**src/rtl/frame_seq_ctrl.sv**
```systemverilog
// frame_seq_ctrl: plays a host-programmed table of frames into one frame_gen.
// Each entry is preceded by a two-cycle LOAD. The entry then plays for WIDTH
// cycles with ena high, repeats rep_cnt times, and is followed by gap_len idle
// cycles after every play. The list can optionally loop forever.
module frame_seq_ctrl #(
  parameter int WIDTH = 32,
  parameter int DEPTH = 4,
  parameter int AW    = 2,
  parameter int CNT_W = 16
) (
  input  logic             clk,
  input  logic             rst,
  input  logic             wr_en,
  input  logic [AW-1:0]    wr_addr,
  input  logic [WIDTH-1:0] wr_data,
  input  logic             start,
  input  logic             stop,
  input  logic [AW-1:0]    last_idx,
  input  logic [CNT_W-1:0] rep_cnt,
  input  logic [CNT_W-1:0] gap_len,
  input  logic             loop,
  output logic [WIDTH-1:0] frame_out,
  output logic             ena_out,
  output logic             rotate_out,
  output logic             busy,
  output logic             done,
  output logic [AW-1:0]    cur_idx
);

  localparam int PW = (WIDTH > 1) ? $clog2(WIDTH) : 1;

  typedef enum logic [2:0] {
    S_IDLE,
    S_LOAD,
    S_PLAY,
    S_GAP,
    S_NEXT
  } state_t;

  state_t           r_state;
  logic [WIDTH-1:0] r_table [DEPTH];
  logic [WIDTH-1:0] r_frame;
  logic             r_ena;
  logic             r_busy;
  logic             r_done;
  logic [AW-1:0]    r_cur_idx;
  logic             r_load_cnt;
  logic [PW-1:0]    r_play_cnt;
  logic [CNT_W-1:0] r_gap_cnt;
  logic [CNT_W-1:0] r_rep_cnt;
  logic [AW-1:0]    r_last_idx;
  logic [CNT_W-1:0] r_rep_cfg;
  logic [CNT_W-1:0] r_gap_cfg;
  logic             r_loop;

  state_t           w_next_state;
  logic [WIDTH-1:0] w_frame;
  logic             w_done;
  logic [AW-1:0]    w_cur_idx;
  logic             w_load_cnt;
  logic [PW-1:0]    w_play_cnt;
  logic [CNT_W-1:0] w_gap_cnt;
  logic [CNT_W-1:0] w_rep_cnt;
  logic             w_latch_cfg;
  logic [CNT_W-1:0] w_rep_cfg_in;

  // A repeat count of zero means one play.
  assign w_rep_cfg_in = (rep_cnt == '0) ? CNT_W'(1) : rep_cnt;

  // Frame table, written by the host in any state.
  // NOTE: the table is storage only and is deliberately left out of reset, so it maps onto plain RAM/regfile cells.
  always_ff @(posedge clk) begin
    if (wr_en) begin
      r_table[wr_addr] <= wr_data;
    end
  end

  // Next-state and next-register decode for the sequencer.
  // NOTE: every signal gets its hold value first so no path leaves it unassigned (no latches).
  always_comb begin
    w_next_state = r_state;
    w_frame      = r_frame;
    w_done       = 1'b0;
    w_cur_idx    = r_cur_idx;
    w_load_cnt   = r_load_cnt;
    w_play_cnt   = r_play_cnt;
    w_gap_cnt    = r_gap_cnt;
    w_rep_cnt    = r_rep_cnt;
    w_latch_cfg  = 1'b0;

    case (r_state)
      S_IDLE: begin
        if (start && !stop) begin
          w_next_state = S_LOAD;
          w_cur_idx    = '0;
          w_rep_cnt    = '0;
          w_load_cnt   = 1'b0;
          w_latch_cfg  = 1'b1;
        end
      end
      S_LOAD: begin
        if (r_load_cnt) begin
          w_next_state = S_PLAY;
          w_play_cnt   = '0;
        end else begin
          w_load_cnt = 1'b1;
        end
      end
      S_PLAY: begin
        if (r_play_cnt == PW'(WIDTH - 1)) begin
          w_rep_cnt = r_rep_cnt + CNT_W'(1);
          w_gap_cnt = '0;
          w_next_state = (r_gap_cfg == '0) ? S_NEXT : S_GAP;
        end else begin
          w_play_cnt = r_play_cnt + PW'(1);
        end
      end
      S_GAP: begin
        // Compare before incrementing so a full-scale gap never wraps.
        if (r_gap_cnt == r_gap_cfg - CNT_W'(1)) begin
          w_next_state = S_NEXT;
        end else begin
          w_gap_cnt = r_gap_cnt + CNT_W'(1);
        end
      end
      S_NEXT: begin
        w_load_cnt = 1'b0;
        if (r_rep_cnt < r_rep_cfg) begin
          w_next_state = S_LOAD;
        end else if (r_cur_idx < r_last_idx) begin
          w_cur_idx    = r_cur_idx + AW'(1);
          w_rep_cnt    = '0;
          w_next_state = S_LOAD;
        end else if (r_loop) begin
          w_cur_idx    = '0;
          w_rep_cnt    = '0;
          w_next_state = S_LOAD;
        end else begin
          w_next_state = S_IDLE;
          w_done       = 1'b1;
        end
      end
      default: w_next_state = S_IDLE;
    endcase

    // Abort from any active state: back to IDLE, no done, frame held.
    if (r_state != S_IDLE && stop) begin
      w_next_state = S_IDLE;
      w_done       = 1'b0;
      w_cur_idx    = r_cur_idx;
    end

    // Capture the entry's frame on every entry into LOAD.
    if (w_next_state == S_LOAD && r_state != S_LOAD) begin
      w_frame = r_table[w_cur_idx];
    end
  end

  // State, counters, latched configuration and registered outputs.
  // NOTE: sequential state uses non-blocking assignments so all registers update together at the edge.
  always_ff @(posedge clk or posedge rst) begin
    if (rst) begin
      r_state    <= S_IDLE;
      r_frame    <= '0;
      r_ena      <= 1'b0;
      r_busy     <= 1'b0;
      r_done     <= 1'b0;
      r_cur_idx  <= '0;
      r_load_cnt <= 1'b0;
      r_play_cnt <= '0;
      r_gap_cnt  <= '0;
      r_rep_cnt  <= '0;
      r_last_idx <= '0;
      r_rep_cfg  <= '0;
      r_gap_cfg  <= '0;
      r_loop     <= 1'b0;
    end else begin
      r_state    <= w_next_state;
      r_frame    <= w_frame;
      r_ena      <= (w_next_state == S_PLAY);
      r_busy     <= (w_next_state != S_IDLE);
      r_done     <= w_done;
      r_cur_idx  <= w_cur_idx;
      r_load_cnt <= w_load_cnt;
      r_play_cnt <= w_play_cnt;
      r_gap_cnt  <= w_gap_cnt;
      r_rep_cnt  <= w_rep_cnt;
      if (w_latch_cfg) begin
        r_last_idx <= last_idx;
        r_rep_cfg  <= w_rep_cfg_in;
        r_gap_cfg  <= gap_len;
        r_loop     <= loop;
      end
    end
  end

  assign frame_out  = r_frame;
  assign ena_out    = r_ena;
  assign rotate_out = 1'b0;
  assign busy       = r_busy;
  assign done       = r_done;
  assign cur_idx    = r_cur_idx;

endmodule

```
**config.mk**
```make
export PLATFORM = sky130hd
export DESIGN_NAME = frame_seq_ctrl
export DESIGN_NICKNAME = d
export VERILOG_FILES = /design/src/rtl/frame_seq_ctrl.sv
export SDC_FILE = /design/constraint.sdc
export NUM_CORES = 1
export LEC_CHECK = 0
export ABC_CLOCK_PERIOD_IN_PS = 4800
export CORE_AREA = 10 10 170 132
export CTS_CLUSTER_SIZE = 8
export DETAILED_ROUTE_END_ITERATION = 8
export DIE_AREA = 0 0 180 142
export GPL_TIMING_DRIVEN = 0
export HOLD_SLACK_MARGIN = 0.12
export PLACE_DENSITY = 0.79
export SYNTH_ARGS = -nofsm -noshare
export SYNTH_HDL_FRONTEND = slang
export SYNTH_SLANG_ARGS = --single-unit
```
**constraint.sdc**
```tcl
create_clock -name clk -period 4.8 [get_ports clk]
set_input_delay 0.96 -clock clk [delete_from_list [all_inputs] [get_ports clk]]
set_output_delay 0.96 -clock clk [all_outputs]
set_load 0.05 [all_outputs]
```
## After elaboration in Yosys (flattened, before gate mapping)

Memories as Yosys holds them, arrays and structs flattened. A register that Yosys moved wholly into a read port is not among the register bits.
Index checks and enable logic that the tools add are counted.
W data, S select, Z words.

- Equality and inequality tests: 16
- $lt $le $gt $ge: 2
- Reductions and logical operators: 17
- Multiplexer cells: 40
- Add/subtract/negate cells: 5

Operator list:

| cell | count |
|---|---|
| $mux W16 | 8 |
| $pmux W16 S3 | 1 |
| $add A16 B1 Y16 const B | 2 |
| $logic_not A16 Y1 | 2 |
| $pmux W16 S2 | 1 |
| $mux W3 | 6 |
| $eq A16 B16 Y1 | 1 |
| $lt A16 B16 Y1 | 1 |
| $sub A16 B1 Y16 const B | 1 |
| $pmux W3 S5 | 1 |
| $mux W1 | 13 |
| $ne A2 B2 Y1 const B | 6 |
| $reduce_bool A3 Y1 | 4 |
| $mux W2 | 5 |
| $mux W5 | 2 |
| $pmux W5 S2 | 1 |
| $eq A3 B2 Y1 const B | 3 |
| $eq A3 B1 Y1 const B | 2 |
| $reduce_and A3 Y1 | 2 |
| $add A5 B1 Y5 const B | 1 |
| $eq A5 B5 Y1 const B | 1 |
| $reduce_and A5 Y1 | 1 |
| $pmux W2 S2 | 1 |
| $reduce_bool A2 Y1 | 2 |
| 10 further kinds | 12 |

- Bits in registers: 81
- Output and inout bits: 38
- RAM bits: 128
- Memories kept: 1
- Input bits: 74

Memories:

| memory | depth | width | read ports | clocked after Yosys merged registers in | wr ports | line | source |
|---|---|---|---|---|---|---|---|
| r_table | 4 | 32 | 1 | 1 | 1 | 41 | `logic [WIDTH-1:0] r_table [DEPTH];` |

## Logic depth before layout (Yosys ltp)

- Word-level depth: 7
- Mapped depth: 12
- Gate-level depth less buffers: 10

## Worst setup path after synthesis

OpenSTA, ideal clock, no wires.

- Path type: input to register
- From: input port wr_addr[1]
- To: memory r_table[0][0] (enable)
- Required time: 4332 ps
- Arrival time: 3363 ps
- Cell stages on the path: 1
- Setup slack: 969 ps
- Cell sequence: nor3b_1

RTL lines:

| item | line | source |
|---|---|---|
| start: declaration | 14 | `input logic [AW-1:0] wr_addr,` |
| end: declaration | 41 |  |

Straight into the memory's write port.

## Worst setup path after layout

- From: register r_rep_cnt[9]
- To: register r_frame[7], in the netlist frame_out[7] (read register of r_table)

- Cells in the longest elaborated chain, start to end: 6
- Elaborated cells between the ends (all ways): 9

RTL lines:

| item | line | source |
|---|---|---|
| start: declaration | 50 | `logic [CNT_W-1:0] r_rep_cnt;` |
| start signal: assignment | 187 | `r_rep_cnt <= w_rep_cnt;` |
| $lt A16 B16 Y1 (*) | 128 | `if (r_rep_cnt < r_rep_cfg) begin` |
| $mux W1 | 128 |  |
| $pmux W3 S5 | 91 | `case (r_state)` |
| $mux W3 | 147 | `if (r_state != S_IDLE && stop) begin` |
| $eq A3 B1 Y1 | 154 | `if (w_next_state == S_LOAD && r_state != S_LOAD) begin` |
| $logic_and A1 B1 Y1 | 154 |  |
| end: declaration | 42 | `logic [WIDTH-1:0] r_frame;` |

Every way passes the cells marked *; elsewhere a longest branch is shown, timed or not.
A chain may end at the register's enable or synchronous reset.

==> results.toml <==
[timing]
finClkSkew_ns = 0.01937
tns_ns = 0
hold_violations = 0
worst_pin_slew_ns = 0.9038
slew_headroom_pct = 39.75
setup_viol = 0
rsz0062_at_grt = "no"
finalCritPeriodShare_pct = 77.06
slew_violations = 0
timing.final.crit_period_ns = 3.699
timing.fmax_mhz = 270.3

[hold_path]
hold_path_class = "reg2reg"
whs_path_depth = 2

[die]
pin_count = 112
core_area_um2 = 19100
die_y_um = 142
rows = 44
die_area_um2 = 25560
die_w_um = 180
start_util_pct = 56.20

[logic_synthesis]
syn_area_um2 = 10740
ys_seq_area_share_pct = 62.14
ys_seq_elements = 241
async_reset_ff_share_pct = 46.89
syn_nets = 923
ys_types = 69
synthCells = 828
synthFlopType = "edfxtp_1"
yosysWarnings = 0
syn_avg_cell_area_um2 = 12.97
synth-edff-count = 128

[clock_network]
cts_tree = "yes"
cts_hold_buf = 0
htree_num_levels = 2
cts-resized-gates = 0
root_buffer = "clkbuf_16"
cts_buffers = 36
clk_pin_slew_ns = 0.05
post_cts_buffers = 0
cts.path.max_buffers = 3
cts_sinks = 241
clk_latency_ns = 0.51

[global_route]
grtUsageTotal_pct = 19.08
first_global_vias = 7504
grt_first_pass_wirelength_um = 39760
grt_max_degree = 95
gr-total-overflow = 0
antenna_found_initial = 1

[route]
dr_total_vias = 7344
drt_first_pass_iters = 5
drt_iter0_markers = 635
final_antenna_net_count = 0
drt-total-wl_um = 24880
drc = 0
detail_route.wl_per_cell_um = 19.76
drt-vias-per-instance = 5.833

[finish]
final_util_pct = 69.71
final_common_cell = "edfxtp_1"
final_nets = 1077
drive_gt1_share_pct = 10.95
fin_cells = 1259
syn2layout_area_growth_pct = 24.04
final_cell_mix = "edfxtp_1 (128), dfrtp_1 (113), clkdlybuf4s50_1 (110), nand2_1 (81), mux2i_1 (75)"

[worst_setup_path]
cp_max_fo = 10
startpoint_type = "flop"
reg2regPathDepth = 11
cp-end-kind = "flop"
crit_required_ns = 5.15
path_class = "reg2reg"
worst-endpoint-arrival_ns = 4.05

[pwr]
p_leak_nw = 5.075
powerDensity_nw_per_um2 = 538.9
vdd_drop_max_mv = 0.3340

[place]
dpl.cell_count = 1197
io_buffers = 110
dp.final_hpwl_um = 16700
routabilityCongestion = 0.8511

[status]
status = "finished clean"

[run]
cap_viol_max_count = 0
## worst max-delay path: stages (launching register included)
cell and delay [ns]:
dfrtp_1 0.43, ha_1 0.34, a21oi_1 0.12, o21ai_0 0.12, a221o_1 0.38, o21bai_1 0.28
a21o_1 0.22, nand3_1 0.12, buf_2 0.31, buf_1 0.67, mux2i_1 0.39, o221ai_1 0.16
## path summary, 6_finish.rpt
kind / slack (ns) / to / from
hold reg to reg: 0.48 / r_rep_cfg[0] / r_rep_cfg[0]
min in group asynchronous: 0.78 / frame_out[15] / rst
setup / recovery: 1.10 / frame_out[7] / r_rep_cnt[9]
hold / removal: 0.48 / r_rep_cfg[0] / r_rep_cfg[0]
max in group asynchronous: 3.25 / r_rep_cfg[2] / rst
setup reg to reg: 1.10 / frame_out[7] / r_rep_cnt[9]
## cell usage after synthesis (5+ instances only)
master	instances	area (um2)
edfxtp_1	128	3844
dfrtp_1	113	2828
nand2_1	81	304.0
mux2i_1	75	750.7
mux2_2	35	394.1
o221ai_1	32	280.3
inv_1	31	116.4
a21oi_1	30	150.1
nor2_1	26	97.59
clkbuf_1	24	90.09
nand3_1	23	115.1
ha_1	21	262.8
o21ai_0	20	100.1
or4_1	13	97.59
nor3_1	12	60.06
o31ai_1	12	90.09
buf_1	11	41.29
xnor2_1	10	87.58
and3_1	9	56.30
nor4_1	9	56.30
nand4_1	8	50.05
or3_1	7	43.79
xor2_1	7	61.31
a21o_1	6	45.04
nand2b_1	6	37.54
buf_2	5	25.02
nand3b_1	5	37.54
o211ai_1	5	37.54
## flip-flops by register name, indices dropped and copies added, names as in the netlist
name,cells
r_gap_cnt,16
cur_idx,2
r_load_cnt,1
r_gap_cfg,16
frame_out,32
r_loop,1
r_table,128
r_rep_cfg,16
r_state,3
r_last_idx,2
r_rep_cnt,16
busy,1
ena_out,1
done,1
r_play_cnt,5
## where the power goes
group	internal [mW]	leakage, nW	switching, mW
Combinational	0.814	1.96	1.22
Sequential	2.57	2.62	0.292
Clock	1.40	0.494	0.883
## final cells by class
cell class                      instances  area [um2]
Inverter                               31       121.4
Tap cell                              253       316.6
Sequential cell                       241        6671
Clock inverter                          4       53.80
Clock buffer                           57       979.7
Buffer                                 43       182.7
Fill cell                            1326        5786
Antenna cell                            1       2.502
Timing Repair Buffer                  116        1202
Multi-Input combinational cell        513        3787
## layer usage
layer / track usage, % / share of wire [%]
met4: 6.340 / 2.1
met3: 4.091 / 5.8
met1: 25.55 / 46
met2: 30.50 / 46
met5: 0 / 0
## kinds of logic (layout without fill, tap and decap cells)
logic type | count (synthesis) | after routing | share of synthesized area [%]
buffers and inverters | 74 | 251 | 2.785
AOI/OAI and AO/OA | 139 | 139 | 9.335
muxes | 110 | 110 | 10.66
adders and majority gates | 21 | 21 | 2.447
DFF | 241 | 241 | 62.14
and+or+nand+nor | 223 | 223 | 10.76
xor gates and xnor gates | 19 | 19 | 1.841
other | 1 | 2 | 0.03493
## per-stage QoR
stage,total power [mW],instance area (um2),setup WS [ns],hold slack [ns]
global route,7.532,13320,0.8947,0.5124
detailed placement,4.916,12280,0.7297,0.4723
finish,7.178,13320,1.101,0.4803
floorplan,4.230,10740,0.8526,0.4422
CTS,7.224,13320,1.078,0.4845
global placement,4.848,12150,-1.457,0.4656
Power figures use the tool's default switching activity.
